[config.mk]
export PLATFORM = sky130hd
export DESIGN_NAME = text_mem_sched_flat
export DESIGN_NICKNAME = d
export VERILOG_FILES = /design/src/rtl/text_mem_sched_pkg.sv /design/src/rtl/text_mem_sched_if.sv /design/src/rtl/text_mem_sched.sv /design/src/flat_wrapper.sv
export SDC_FILE = /design/constraint.sdc
export NUM_CORES = 1
export LEC_CHECK = 0
export BUFFER_PORTS_ARGS = -buffer_cell sky130_fd_sc_hd__buf_2
export CAP_MARGIN = 20
export CORE_UTILIZATION = 45
export CTS_BUF_LIST = sky130_fd_sc_hd__clkbuf_16
export DETAILED_ROUTE_END_ITERATION = 16
export GPL_TIMING_DRIVEN = 1
export PLACE_DENSITY = 0.82
export SYNTH_ARGS = -nofsm -noshare
export SYNTH_HDL_FRONTEND = slang
export SYNTH_SLANG_ARGS = --single-unit
[constraint.sdc]
create_clock -name clk -period 2.2 [get_ports clk]
set_input_delay 0.11 -clock clk [delete_from_list [all_inputs] [get_ports clk]]
set_output_delay 0.11 -clock clk [all_outputs]
set_load 0.1 [all_outputs]
[src/rtl/text_mem_sched_pkg.sv]
// Shared constants and state encoding for the text RAM scheduler.
package text_mem_sched_pkg;

  localparam int H_DISP          = 1280;
  localparam int V_DISP          = 1024;
  localparam int CHAR_ADDR_WIDTH = 15;

  function automatic int cells_for(input int h, input int v);
    return (h / 8) * (v / 8);
  endfunction

  localparam int CELLS = cells_for(H_DISP, V_DISP);

  typedef enum logic [1:0] {
    ST_IDLE    = 2'd0,
    ST_RD_WAIT = 2'd1,
    ST_ACK     = 2'd2,
    ST_CLEAR   = 2'd3
  } state_e;

endpackage

[src/rtl/text_mem_sched_if.sv]
// Bundle of the display, CPU, clear-engine and RAM signals around the scheduler.
interface text_mem_sched_if;
  import text_mem_sched_pkg::*;

  // Handshake: cpu_req is held with cpu_we/cpu_addr/cpu_wdata stable until the
  // single-cycle cpu_ack; disp_en and clr_start are unconditioned (no backpressure).
  logic                       disp_en;
  logic [CHAR_ADDR_WIDTH-1:0] disp_addr;
  logic [7:0]                 disp_char;

  logic                       cpu_req;
  logic                       cpu_we;
  logic [CHAR_ADDR_WIDTH-1:0] cpu_addr;
  logic [7:0]                 cpu_wdata;
  logic                       cpu_ack;
  logic [7:0]                 cpu_rdata;

  logic                       clr_start;
  logic [7:0]                 fill_char;
  logic                       clr_busy;
  logic                       clr_done;

  logic [CHAR_ADDR_WIDTH-1:0] mem_addr;
  logic                       mem_we;
  logic [7:0]                 mem_din;
  logic [7:0]                 mem_dout;

  modport master (
    output disp_en, disp_addr, cpu_req, cpu_we, cpu_addr, cpu_wdata,
           clr_start, fill_char, mem_dout,
    input  disp_char, cpu_ack, cpu_rdata, clr_busy, clr_done,
           mem_addr, mem_we, mem_din
  );

  modport slave (
    input  disp_en, disp_addr, cpu_req, cpu_we, cpu_addr, cpu_wdata,
           clr_start, fill_char, mem_dout,
    output disp_char, cpu_ack, cpu_rdata, clr_busy, clr_done,
           mem_addr, mem_we, mem_din
  );

endinterface

[src/rtl/text_mem_sched.sv]
// Arbitrates the single-port text RAM: display always wins, then the clear
// engine, then the CPU port; display data sees a fixed 1-cycle latency.
module text_mem_sched
  import text_mem_sched_pkg::*;
#(
  parameter int h_disp = H_DISP,
  parameter int v_disp = V_DISP
) (
  input  logic       clk,
  input  logic       reset,
  text_mem_sched_if.slave bus,
  output state_e     state_o
);

  localparam int AW = CHAR_ADDR_WIDTH;
  localparam int NUM_CELLS = cells_for(h_disp, v_disp);
  localparam logic [AW-1:0] CELLS_A   = AW'(NUM_CELLS);
  localparam logic [AW-1:0] LAST_CELL = AW'(NUM_CELLS - 1);

  state_e        state_q, state_d;
  logic [AW-1:0] clr_cnt_q, clr_cnt_d;
  logic          cpu_ack_q, cpu_ack_d;
  logic [7:0]    cpu_rdata_q, cpu_rdata_d;
  logic          clr_busy_q, clr_busy_d;
  logic          clr_done_q, clr_done_d;
  logic          rd_oob_q, rd_oob_d;
  logic [7:0]    disp_hold_q;
  logic          last_disp_q;
  logic          cpu_in_range;

  assign cpu_in_range  = (bus.cpu_addr < CELLS_A);
  assign bus.cpu_ack   = cpu_ack_q;
  assign bus.cpu_rdata = cpu_rdata_q;
  assign bus.clr_busy  = clr_busy_q;
  assign bus.clr_done  = clr_done_q;
  assign bus.disp_char = last_disp_q ? bus.mem_dout : disp_hold_q;
  assign state_o       = state_q;

  always_comb begin
    state_d     = state_q;
    clr_cnt_d   = clr_cnt_q;
    cpu_ack_d   = 1'b0;
    cpu_rdata_d = cpu_rdata_q;
    clr_busy_d  = clr_busy_q;
    clr_done_d  = 1'b0;
    rd_oob_d    = rd_oob_q;
    bus.mem_addr = bus.disp_addr;
    bus.mem_we   = 1'b0;
    bus.mem_din  = bus.cpu_wdata;

    case (state_q)
      ST_IDLE: begin
        if (bus.clr_start) begin
          state_d    = ST_CLEAR;
          clr_busy_d = 1'b1;
          clr_cnt_d  = '0;
        end else if (bus.cpu_req && !bus.disp_en) begin
          bus.mem_addr = bus.cpu_addr;
          if (bus.cpu_we) begin
            // Out-of-range writes are dropped but acked like normal writes.
            bus.mem_we = cpu_in_range;
            cpu_ack_d  = 1'b1;
            state_d    = ST_ACK;
          end else begin
            rd_oob_d = !cpu_in_range;
            state_d  = ST_RD_WAIT;
          end
        end
      end
      ST_RD_WAIT: begin
        // mem_dout here belongs to the grant-cycle address, whoever owns the RAM now.
        cpu_rdata_d = rd_oob_q ? 8'h00 : bus.mem_dout;
        cpu_ack_d   = 1'b1;
        state_d     = ST_ACK;
      end
      ST_ACK: begin
        state_d = ST_IDLE;
      end
      ST_CLEAR: begin
        if (!bus.disp_en) begin
          bus.mem_addr = clr_cnt_q;
          bus.mem_we   = 1'b1;
          bus.mem_din  = bus.fill_char;
          if (clr_cnt_q == LAST_CELL) begin
            state_d    = ST_IDLE;
            clr_busy_d = 1'b0;
            clr_done_d = 1'b1;
          end else begin
            clr_cnt_d = clr_cnt_q + AW'(1);
          end
        end
      end
      default: state_d = ST_IDLE;
    endcase

    // No RAM write may slip through while reset is asserted (aborted clears).
    if (reset) bus.mem_we = 1'b0;
  end

  always_ff @(posedge clk) begin
    if (reset) begin
      state_q     <= ST_IDLE;
      clr_cnt_q   <= '0;
      cpu_ack_q   <= 1'b0;
      cpu_rdata_q <= 8'h00;
      clr_busy_q  <= 1'b0;
      clr_done_q  <= 1'b0;
      rd_oob_q    <= 1'b0;
      disp_hold_q <= 8'h00;
      last_disp_q <= 1'b0;
    end else begin
      state_q     <= state_d;
      clr_cnt_q   <= clr_cnt_d;
      cpu_ack_q   <= cpu_ack_d;
      cpu_rdata_q <= cpu_rdata_d;
      clr_busy_q  <= clr_busy_d;
      clr_done_q  <= clr_done_d;
      rd_oob_q    <= rd_oob_d;
      last_disp_q <= bus.disp_en;
      if (last_disp_q) disp_hold_q <= bus.mem_dout;
    end
  end

endmodule

[src/flat_wrapper.sv]
// flat-port wrapper written by rule: the top's interface ports become plain ports
module text_mem_sched_flat import text_mem_sched_pkg::*;
#(
  parameter int h_disp = H_DISP,
  parameter int v_disp = V_DISP
)
  (clk, reset, state_o, bus_disp_en, bus_disp_addr, bus_cpu_req, bus_cpu_we, bus_cpu_addr, bus_cpu_wdata, bus_clr_start, bus_fill_char, bus_mem_dout, bus_disp_char, bus_cpu_ack, bus_cpu_rdata, bus_clr_busy, bus_clr_done, bus_mem_addr, bus_mem_we, bus_mem_din);
  text_mem_sched_if bus_i ();
  input  logic clk;
  input  logic reset;
  output state_e state_o;
  input wire logic [$bits(bus_i.disp_en)-1:0] bus_disp_en;
  input wire logic [$bits(bus_i.disp_addr)-1:0] bus_disp_addr;
  input wire logic [$bits(bus_i.cpu_req)-1:0] bus_cpu_req;
  input wire logic [$bits(bus_i.cpu_we)-1:0] bus_cpu_we;
  input wire logic [$bits(bus_i.cpu_addr)-1:0] bus_cpu_addr;
  input wire logic [$bits(bus_i.cpu_wdata)-1:0] bus_cpu_wdata;
  input wire logic [$bits(bus_i.clr_start)-1:0] bus_clr_start;
  input wire logic [$bits(bus_i.fill_char)-1:0] bus_fill_char;
  input wire logic [$bits(bus_i.mem_dout)-1:0] bus_mem_dout;
  output wire logic [$bits(bus_i.disp_char)-1:0] bus_disp_char;
  output wire logic [$bits(bus_i.cpu_ack)-1:0] bus_cpu_ack;
  output wire logic [$bits(bus_i.cpu_rdata)-1:0] bus_cpu_rdata;
  output wire logic [$bits(bus_i.clr_busy)-1:0] bus_clr_busy;
  output wire logic [$bits(bus_i.clr_done)-1:0] bus_clr_done;
  output wire logic [$bits(bus_i.mem_addr)-1:0] bus_mem_addr;
  output wire logic [$bits(bus_i.mem_we)-1:0] bus_mem_we;
  output wire logic [$bits(bus_i.mem_din)-1:0] bus_mem_din;
  assign bus_i.disp_en = bus_disp_en;
  assign bus_i.disp_addr = bus_disp_addr;
  assign bus_i.cpu_req = bus_cpu_req;
  assign bus_i.cpu_we = bus_cpu_we;
  assign bus_i.cpu_addr = bus_cpu_addr;
  assign bus_i.cpu_wdata = bus_cpu_wdata;
  assign bus_i.clr_start = bus_clr_start;
  assign bus_i.fill_char = bus_fill_char;
  assign bus_i.mem_dout = bus_mem_dout;
  assign bus_disp_char = bus_i.disp_char;
  assign bus_cpu_ack = bus_i.cpu_ack;
  assign bus_cpu_rdata = bus_i.cpu_rdata;
  assign bus_clr_busy = bus_i.clr_busy;
  assign bus_clr_done = bus_i.clr_done;
  assign bus_mem_addr = bus_i.mem_addr;
  assign bus_mem_we = bus_i.mem_we;
  assign bus_mem_din = bus_i.mem_din;
  text_mem_sched #(.h_disp(h_disp), .v_disp(v_disp)) u_core (.clk(clk), .reset(reset), .bus(bus_i), .state_o(state_o));
endmodule
# After elaboration in Yosys (flattened, before gate mapping)
# Index checks and enable logic that the tools add are counted.
dict set report word_totals {
  output_inout_bits 45
  register_bits 38
  input_bits 60
  word_cells 66
}
dict set report classes {
  eq_ne 9
  bitwise_logic 3
  order_cmp 1
  mux 33
  addsub 1
  n_reduce_logical 10
}
# operator count
set ops {}
lappend ops {{15-bit 2-to-1 mux} 6}
lappend ops {{15-bit case mux with 2 select lines} 2}
lappend ops {{8-bit 2-to-1 mux} 4}
lappend ops {{15-bit by 1-bit adder with 15-bit output (second input constant)} 1}
lappend ops {{15-bit == test (second input constant)} 1}
lappend ops {{15-bit < comparator (second input constant)} 1}
lappend ops {{1-bit 2-to-1 mux} 12}
lappend ops {{4-bit AND reduction} 3}
lappend ops {{2-bit 2-to-1 mux} 5}
lappend ops {{2-bit case mux with 4 select lines} 1}
lappend ops {{2-bit != test (second input constant)} 3}
lappend ops {{1-bit case mux with 2 select lines} 3}
lappend ops {{2-bit == test (second input constant)} 2}
lappend ops {{3-bit by 2-bit != test with 1-bit output (second input constant)} 1}
lappend ops {{1-bit inverter} 3}
lappend ops {{3-bit AND reduction} 1}
lappend ops {{3-bit OR reduction} 1}
lappend ops {{2-bit by 1-bit == test with 1-bit output (second input constant)} 1}
lappend ops {{1-bit zero test} 2}
lappend ops {{2-bit zero test} 1}
lappend ops {{2-bit by 1-bit != test with 1-bit output (second input constant)} 1}
lappend ops {{2-bit nonzero test} 1}
lappend ops {{1-bit logical AND} 1}

# Logic depth before layout (Yosys ltp)
dict set report depth {
  depth_word 6
  depth_mapped 7
  ltp_nobuf 6
}

# Least setup slack after synthesis
# No wires, ideal clock.
dict set report synth_timing {
  path_type {register to output}
  from {register u_core.state_q[0] (netlist: u_core.state_o[0])}
  to {output bus_mem_we}
  setup_slack_ps -2103
  path_buffers 1
  path_stages_with_launch 7
  t_required_ps 2090
  arrival_time_ps 4193
  cell_sequence {dfxtp_1 -> ha_1 -> inv_1 -> nor2_1 -> clkbuf_1 -> a31oi_1 -> nor3_1}
}
dict set report synth_between {
  elab_chain_cells 3
  word_cells_on_any_way 4
  cone_classes {1 x eq/ne; 2 x mux; 1 x reduce/logical}
}
# element line_no
set synth_lines {}
lappend synth_lines {{start, declared} text_mem_sched.sv:20} ;# state_e state_q, state_d;
lappend synth_lines {{start signal, assigned} text_mem_sched.sv:112} ;# state_q <= state_d;
lappend synth_lines {{2-bit == test / 2-bit zero test (equally long branches)} text_mem_sched.sv:51} ;# case (state_q)
lappend synth_lines {{1-bit case mux with 2 select lines *} text_mem_sched.sv:51}
lappend synth_lines {{1-bit 2-to-1 mux *} text_mem_sched.sv:97} ;# if (reset) bus.mem_we = 1'b0;
lappend synth_lines {{end, declared} flat_wrapper.sv:27} ;# output wire logic [$bits(bus_i.mem_we)-1:0] bus_mem_we;
# Mark *: on every way between the ends. The rest lies on a longest branch, timed or not.

# Final worst setup path
dict set report layout_timing {
  from {register u_core.state_q[0] (netlist: u_core.state_o[0])}
  to {output bus_mem_din[0]}
}
dict set report layout_between {
  elab_chain_cells 2
}
# element line_no
set layout_lines {}
lappend layout_lines {{2-bit == test} text_mem_sched.sv:51}
lappend layout_lines {{8-bit 2-to-1 mux} text_mem_sched.sv:51}
lappend layout_lines {{end, declared} flat_wrapper.sv:28} ;# output wire logic [$bits(bus_i.mem_din)-1:0] bus_mem_din;
# Every way passes these cells.

==> results.sh <==
export IMPL_nets=443
export IMPL_fp_dieH_um=74.3
export IMPL_crit_fanout=15
export IMPL_total_leakage_power_nw=1.51
export IMPL_rsz0062_at_grt="true"
export IMPL_dr_wl_met2_um=3590
export IMPL_yosys_area_top_type="dfxtp_1"
export IMPL_min_period_ns=2.14
export IMPL_wl_per_cell_um=17.1
export IMPL_h_tree_depth=2
export IMPL_initial_utilization=0.482
export IMPL_cts_buffer_depth=2
export IMPL_max_freq_mhz=467
export IMPL_hold_path_class="input port to flip-flop"
export IMPL_ys_flop_type="dfxtp_1"
export IMPL_clk_pin_slew_worst_paths_ns=0.06
export IMPL_grt_pass1_vias=2474
export IMPL_critPathArrivalTime_ns=2.03
export IMPL_synth_area_top_cells="dfxtp_1 (32%), mux2_2 (7.7%), o2bb2ai_1 (5.6%)"
export IMPL_grt_overflow_total=0
export IMPL_drc=0
export IMPL_synth_most_common_cell="dfxtp_1"
export IMPL_io_pins=105
export IMPL_top_layer="met4"
export IMPL_grt_total_usage=0.281
export IMPL_cts_root_buf="clkbuf_16"
export IMPL_wl_met3_um=750
export IMPL_rrSetupSlack_ns=0.09
export IMPL_vias=2733
export IMPL_syn_area_um2=2350
export IMPL_placed_area_um2=3590
export IMPL_ant_nets=0
export IMPL_holdWs_ns=0.0668
export IMPL_path_class="flip-flop to primary output"
export IMPL_p_per_area_nw_per_um2=1460
export IMPL_clock_latency_ns=0.28
export IMPL_drive_gt1_frac=0.470
export IMPL_syn_to_final_growth_pct=62.9
export IMPL_yosysSeqAreaShare=0.324
export IMPL_synth_edff_count=0
export IMPL_antenna_found_initial=0
export IMPL_setup_viol=0
export IMPL_slew_violations=0
export IMPL_cts_made_buffers=5
export IMPL_gp_congestion=0.939
export IMPL_dr_first_iter_drc_count=367
export IMPL_cts_sinks=38
export IMPL_async_flop_share=0
export IMPL_status="completed"
export IMPL_routed_wl_um=7610
export IMPL_period_share=0.973
export IMPL_avgViaCountPerCell=6.13
export IMPL_synth_warnings=0
export IMPL_max_cap_violations=0
export IMPL_die_w_um=74.3
export IMPL_first_pass_iters=6
export IMPL_rows=25
export IMPL_coreArea_um2=4880
export IMPL_grt_first_pass_wirelength_um=11800
export IMPL_die_area_um2=5520
export IMPL_n_antenna_cell=0
export IMPL_synth_nets=339
export IMPL_drt_met1_wl_um=3070
export IMPL_io_buffers=104
export IMPL_critPathCaptureType="primary output"
export IMPL_ys_seq_elements=38
export IMPL_timing_slew_headroom=0.581
export IMPL_cp_data_required_time_ns=2.09
export IMPL_hold_viol=0
export IMPL_irDropWorstVdd_mv=1.22
export IMPL_synth_avg_cell_area_um2=8.58
export IMPL_setup_tns_final_ns=0
export IMPL_dp_hpwl_um=5430
export IMPL_synth_cell_type_count=52
export IMPL_finClkSkew_ns=0.00533
export IMPL_synth_cells=274
export IMPL_synthDominantCellAreaShare=0.324
export IMPL_tightest_slew_ns=0.628
export IMPL_cts_tree="done"
export IMPL_grt_max_degree=20
export IMPL_final_cell_area_um2=3830
export IMPL_cp_start_kind="flip-flop"
export IMPL_synthTopCellsByCount="dfxtp_1 (38), a21oi_1 (16), mux2_2 (16), nand2_1 (16)"
registers in the layout, summed over array words and instances (netlist names):
| signal | cells |
|---|---|
| u_core.disp_hold_q | 8 |
| u_core.state_o | 2 |
| u_core.rd_oob_q | 1 |
| u_core.clr_cnt_q | 15 |
| u_core.bus.clr_done | 1 |
| u_core.last_disp_q | 1 |
| u_core.bus.clr_busy | 1 |
| u_core.bus.cpu_rdata | 8 |
| u_core.bus.cpu_ack | 1 |
per-stage QoR:
step | setup WS, ns | instances | power [mW] | util
2_1_floorplan | -0.0330 | 274 | 3.63 | -
3_3_place_gp | 0.237 | 436 | 4.63 | 0.735
3_5_place_dp | 0.207 | 436 | 4.67 | 0.735
4_1_cts | 0.0723 | 446 | 5.58 | 0.779
5_1_grt | -0.0226 | 446 | 5.74 | 0.785
6_report | 0.0598 | 446 | 5.57 | 0.785
power breakdown:
part	switching [mW]	total (mW)	leakage [nW]	internal (mW)
logic	2.56	3.87	1.11	1.30
registers	0.0536	0.814	0.310	0.760
clock network	0.289	0.895	0.0922	0.606
critical path, stage by stage, from the launching register on:
cell and delay (ns):
dfxtp_4 0.40, ha_4 0.24, inv_1 0.16, nor2_4 0.20, buf_12 0.14, mux2_2 0.33
clkbuf_4 0.28
layout make-up:
type                       count  area (µm²)
clock buffer                   6         150
clock inverter                 2        38.8
fill                         323        1050
inverter                      10        42.5
multi-input combinational    205        1820
sequential                    38         768
tap                           67        83.8
timing repair buffer         118         927
what timing repair did:
action | CTS | global route
hold buffers | 0 | 0
pin swaps | 1 | 0
buffers inserted | 2 | 0
resized for setup | 0 | 15
setup endpoints to repair | 14 | 20
layout by cell type, fill, tap and decap left out, types with 13 or more instances in the layout:
master     netlist  final
mux2_2          16     16
o2bb2ai_4        0     15
nand2_1         16     16
buf_2            3     80
nor2_1          14     13
buf_4            1     15
dfxtp_1         38     36
a22oi_1         15     15
nor2b_1         13     13
a21oi_1         16     16
buf_12           0     19
per-layer routing:
metal	GRT usage	vias to the layer above
met5	0	-
met4	0.109	0
li1	-	1260
met3	0.0772	29
met1	0.352	1257
met2	0.460	187
cell families (layout without fill, tap and decap cells):
logic type               Yosys count  in the layout  synth area share
multiplexers                      16             16            0.0766
AND/OR/NAND/NOR                   94             94             0.241
adder cells (fa/ha/maj)            5              5            0.0266
buffers and inverters             31            136            0.0559
flip-flops                        38             38             0.324
AO/OA/AOI/OAI                     90             90             0.276
worst paths after layout:
| kind | from | to | depth (start not counted) |
|---|---|---|---|
| worst min-delay path | bus_mem_dout[7] | u_core.bus.cpu_rdata[7] | 3 |
| worst max register to register | u_core.clr_cnt_q[0] | u_core.state_o[0] | 5 |
| worst max-delay path | u_core.state_o[0] | bus_mem_din[0] | 6 |
| worst min register to register | u_core.bus.clr_busy | u_core.bus.clr_busy | 2 |
No activity file was read; power rests on OpenSTA's default activity.
